<file path="src/rtl/serial_add_ctrl_pkg.sv">
// Shared definitions for the bit-serial adder controller.
`default_nettype none

package serial_add_ctrl_pkg;

  typedef enum logic [1:0] {
    ST_IDLE = 2'd0,
    ST_RUN  = 2'd1,
    ST_DONE = 2'd2
  } state_t;

endpackage

`default_nettype wire

</file>
<file path="src/rtl/serial_add_ctrl_full_adder.sv">
// 1-bit full adder cell shared by the serial datapath.
`default_nettype none

module full_adder (
  input  logic a,
  input  logic b,
  input  logic cin,
  output logic sum,
  output logic carry
);

  assign sum   = a ^ b ^ cin;
  assign carry = (a & b) | (cin & (a ^ b));

endmodule

`default_nettype wire

</file>
<file path="src/rtl/serial_add_ctrl.sv">
// Bit-serial adder: sequences one full_adder LSB-first over WIDTH cycles
// behind valid/ready handshakes on both operand and result sides.
`default_nettype none

module serial_add_ctrl
  import serial_add_ctrl_pkg::*;
#(
  parameter int WIDTH = 8
) (
  input  logic             clk,
  input  logic             rst,
  input  logic             in_valid,
  output logic             in_ready,
  input  logic [WIDTH-1:0] a,
  input  logic [WIDTH-1:0] b,
  input  logic             cin,
  output logic             out_valid,
  input  logic             out_ready,
  output logic [WIDTH-1:0] sum,
  output logic             cout,
  output logic             ovf,
  output logic             busy
);

  localparam int CNT_W = $clog2(WIDTH);
  localparam logic [CNT_W-1:0] CNT_LAST = CNT_W'(WIDTH - 1);

  state_t           state;
  logic [WIDTH-1:0] a_sr;
  logic [WIDTH-1:0] b_sr;
  logic [WIDTH-1:0] sum_sr;
  logic             carry;
  logic [CNT_W-1:0] cnt;

  logic             fa_sum;
  logic             fa_carry;
  logic [WIDTH-1:0] sum_next;

  full_adder u_fa (
    .a     (a_sr[0]),
    .b     (b_sr[0]),
    .cin   (carry),
    .sum   (fa_sum),
    .carry (fa_carry)
  );

  assign sum_next = {fa_sum, sum_sr[WIDTH-1:1]};

  always_ff @(posedge clk or posedge rst) begin
    if (rst) begin
      state     <= ST_IDLE;
      a_sr      <= '0;
      b_sr      <= '0;
      sum_sr    <= '0;
      carry     <= 1'b0;
      cnt       <= '0;
      in_ready  <= 1'b0;
      out_valid <= 1'b0;
      busy      <= 1'b0;
      sum       <= '0;
      cout      <= 1'b0;
      ovf       <= 1'b0;
    end else begin
      case (state)
        ST_IDLE: begin
          in_ready <= 1'b1;
          if (in_valid && in_ready) begin
            a_sr     <= a;
            b_sr     <= b;
            carry    <= cin;
            cnt      <= '0;
            sum_sr   <= '0;
            in_ready <= 1'b0;
            busy     <= 1'b1;
            state    <= ST_RUN;
          end
        end

        ST_RUN: begin
          sum_sr <= sum_next;
          a_sr   <= {1'b0, a_sr[WIDTH-1:1]};
          b_sr   <= {1'b0, b_sr[WIDTH-1:1]};
          carry  <= fa_carry;
          // On the MSB step, 'carry' still holds the carry into the MSB.
          if (cnt == CNT_LAST) begin
            sum       <= sum_next;
            cout      <= fa_carry;
            ovf       <= carry ^ fa_carry;
            out_valid <= 1'b1;
            busy      <= 1'b0;
            state     <= ST_DONE;
          end else begin
            cnt <= cnt + CNT_W'(1);
          end
        end

        default: begin
          if (out_valid && out_ready) begin
            out_valid <= 1'b0;
            in_ready  <= 1'b1;
            state     <= ST_IDLE;
          end
        end
      endcase
    end
  end

endmodule

`default_nettype wire

</file>
<file path="config.mk">
export PLATFORM = sky130hd
export DESIGN_NAME = serial_add_ctrl
export DESIGN_NICKNAME = d
export VERILOG_FILES = /design/src/rtl/serial_add_ctrl_pkg.sv /design/src/rtl/serial_add_ctrl_full_adder.sv /design/src/rtl/serial_add_ctrl.sv
export SDC_FILE = /design/constraint.sdc
export NUM_CORES = 1
export LEC_CHECK = 0
export CORE_MARGIN = 4
export CORE_UTILIZATION = 43
export CTS_CLUSTER_DIAMETER = 120
export CTS_CLUSTER_SIZE = 28
export DETAILED_ROUTE_END_ITERATION = 10
export MAX_ROUTING_LAYER = met4
export PLACE_DENSITY = 0.73
export SLEW_MARGIN = 20
export SYNTH_ARGS = -nofsm -noshare
export SYNTH_HDL_FRONTEND = slang
export SYNTH_SLANG_ARGS = --single-unit
</file>
<file path="constraint.sdc">
create_clock -name clk -period 1.9 [get_ports clk]
set_input_delay 0.475 -clock clk [delete_from_list [all_inputs] [get_ports clk]]
set_output_delay 0.475 -clock clk [all_outputs]
set_load 0.02 [all_outputs]
</file>
==> impl_metrics.csv <==
group,metric,value,unit
setup_path,end_kind,"primary output",
hold_path,worstHoldPathType,"reg2reg",
power,clockPowerShare,15.3,%
yosys,yosysMostFrequentCell,"dfrtp_1",
yosys,seq_area_frac_synth,58.9,%
setup_path,rrSetupSlack,0.27,ns
setup_path,path_max_fanout,4,
yosys,synth_ff_type,"dfrtp_1",
yosys,synthCells,143,
setup_path,path_cells,"clkdlybuf4s50_1",
power,p_seq_share,41.4,%
cells_and_area,fill_cells,337,
yosys,ys_async_sr_fraction,100,%
die,row_count,23,
sta,rsz0062_at_grt,"false",
power,p_int,2.36,mW
yosys,avgSynthCellArea,12.5,um^2
sta,relSlewSlack,61.3,%
setup_path,criticalPathCategory,"reg2out",
clock_network,cts_tree,"built",
setup_path,cp_top_family,"buffers and inverters",
clock_network,cts_sinks,42,
sta,finalHoldViolCount,0,
sta,fmax,562,MHz
global_route,grt_max_degree,43,
place,gp_congestion,0.770,
flow_run,timing.max_cap.violations,0,
die,coreArea,4000,um^2
die,initial_core_util,44.6,%
power,swShare,35.2,%
setup_path,worstSetupStartpointType,"flip-flop",
clock_network,clk_latency,0.29,ns
power,netSwitchingPower,1.28,mW
yosys,yosys.area.top_type,"dfrtp_1",
setup_path,arrival,1.30,ns
setup_path,slowest_stage,"clkdlybuf4s50_1",
die,pin_count,34,
drt,detail_route.wl_per_cell,14.9,um
sta,worst_clock_skew,0.00391,ns
yosys,syn_area,1780,um^2
yosys,synth_top_area_share,58.9,%
clock_network,cts-root-buf,"clkbuf_8",
place,port_buffers,33,
yosys,synth_common_cells,"42 x dfrtp_1, 20 x nand2_1, 17 x a21o_1, 17 x a22o_1, 11 x o21ai_0",
place,hpwl,2410,um
cells_and_area,drive_gt1_share,14.6,%
sta,finalSetupTns,0,ns
die,die_x,72.4,um
clock_network,cts_buffer_depth,2,
setup_path,cp_num_buf_inv,1,
global_route,grt_overflow,0,
setup_path,critPathMaxStageDelay,0.63,ns
drt,drcViolationCount,0,
sta,max_slew.worst_pin.slew,0.579,ns
cells_and_area,antenna_cells,0,
status,status,"complete, no violations",
cells_and_area,nNetsFinal,203,
power,power.leakage,1.12,nW
drt,drtIter0Drc,80,
clock_network,htree_levels,2,
sta,min_period,1.78,ns
sta,drv_slew,0,
yosys,synth_edf_count,0,
die,fp.dieArea,5240,um^2
power,power_frac_comb,43.4,%
drt,drt_first_pass_iters,4,
global_route,antenna_found_initial,0,
yosys,yosys_warnings,0,
power,power,3.64,mW
yosys,syn_nets,167,
drt,routed_wl,3400,um
sta,fin_crit_sh,93.6,%
drt,drtAntennaViolNets,0,
sta,finalSetupViolations,0,
drt,routed_via_density,5.18,
clock_network,clk_pin_slew,0.07,ns
global_route,grt_pass1_wl,5620,um
global_route,track_usage,14.7,%
clock_network,cts_made_buffers,5,
clock_network,ctsHoldBuffers,0,
global_route,grt_pass1_vias,1206,
setup_path,worst_ep_required_time,1.42,ns
die,die_y,72.4,um
yosys,synth.area.top_cells,"dfrtp_1 59%, a22o_1 8.3%, a21o_1 7.2%",
yosys,synth_seq_cells,42,
power,vdd_drop_max,0.957,mV
power,powerDensity,1610,nW/um^2
yosys,ys_types,26,
cells_and_area,area_growth,27.1,%
drt,via_count,1180,
## repair_timing
item / CTS / global route
setup endpoints to repair: 0 / 15
buffers inserted: 0 / 0
resized for setup: 0 / 1
## placed cells by master, fill, tap and decap left out, types with 3 or more instances in the layout
cell / n
a22o_1: 17
clkdlybuf4s50_1: 33
dfrtp_1: 42
buf_4: 3
mux2_2: 9
clkbuf_8: 6
o21ai_0: 11
a21o_1: 17
nand2_1: 20
## path summary, 6_finish.rpt
check                      startpoint   endpoint  cells past startpoint
max in group asynchronous         rst  out_valid                      3
max reg2reg                    cnt[0]     cnt[0]                      5
min                              busy       busy                      1
min reg2reg                      busy       busy                      1
min in group asynchronous         rst     cnt[0]                      3
max                         out_valid  out_valid                      1
## power by group through the flow
stage	Sequential (mW)	Combinational, mW	Clock (mW)
after floorplan	1.57	1.06	0
after global placement	1.50	1.53	0
after detailed placement	1.52	1.59	0
after CTS	1.51	1.60	0.574
after global routing	1.56	1.74	0.622
final	1.51	1.58	0.556
## sequential cells by signal, indices dropped and copies added (netlist names)
signal     count
a_sr           8
b_sr           8
sum            8
sum_sr         7
cnt            3
state          2
busy           1
carry          1
cout           1
in_ready       1
out_valid      1
ovf            1
## per-layer routing
layer | part of all wire (%) | GRT usage (%)
met2 | 49 | 21.8
met3 | 4.5 | 4.99
met5 | 0 | -
met1 | 45 | 18.2
met4 | 1.9 | 6.76
## cell families (layout without fill, tap and decap cells)
family / after synthesis / after routing / share of synthesized area [%]
AO/OA/AOI/OAI: 49 / 49 / 20.1
XOR/XNOR: 1 / 1 / 0.491
adder cells (fa/ha/maj): 3 / 3 / 2.52
buffers and inverters: 10 / 45 / 3.65
flip-flops: 42 / 42 / 58.9
multiplexers: 10 / 10 / 6.52
AND/OR/NAND/NOR: 28 / 28 / 7.86
## area by class of cell
cell class	count	area, um^2	share of cell area (%)
flip-flops and latches	42	1050	46.3
multi-input cells	91	676	29.8
repair buffers	38	393	17.3
clock buffers	6	82.6	3.64
well taps	50	62.6	2.76
inverters	1	3.75	0.165
## worst register-to-register path: stages (launching register included)
cell     delay [ns]
dfrtp_1        0.40
ha_1           0.21
ha_1           0.22
nor3b_1        0.34
nor2_2         0.09
mux2_4         0.26
## stage by stage
stage                     cells  area, um^2  worst slack [ns]  hold WS, ns  utilization (%)
after floorplan             143        1780             0.296        0.450                -
after global placement      222        2180             0.124        0.459             54.5
after detailed placement    222        2180            0.0995        0.466             54.5
after CTS                   228        2260            0.0917        0.482             56.6
after global routing        228        2270            0.0663        0.503             56.7
final                       228        2270             0.122        0.481             56.7
No activity file was read; power rests on OpenSTA's default activity.
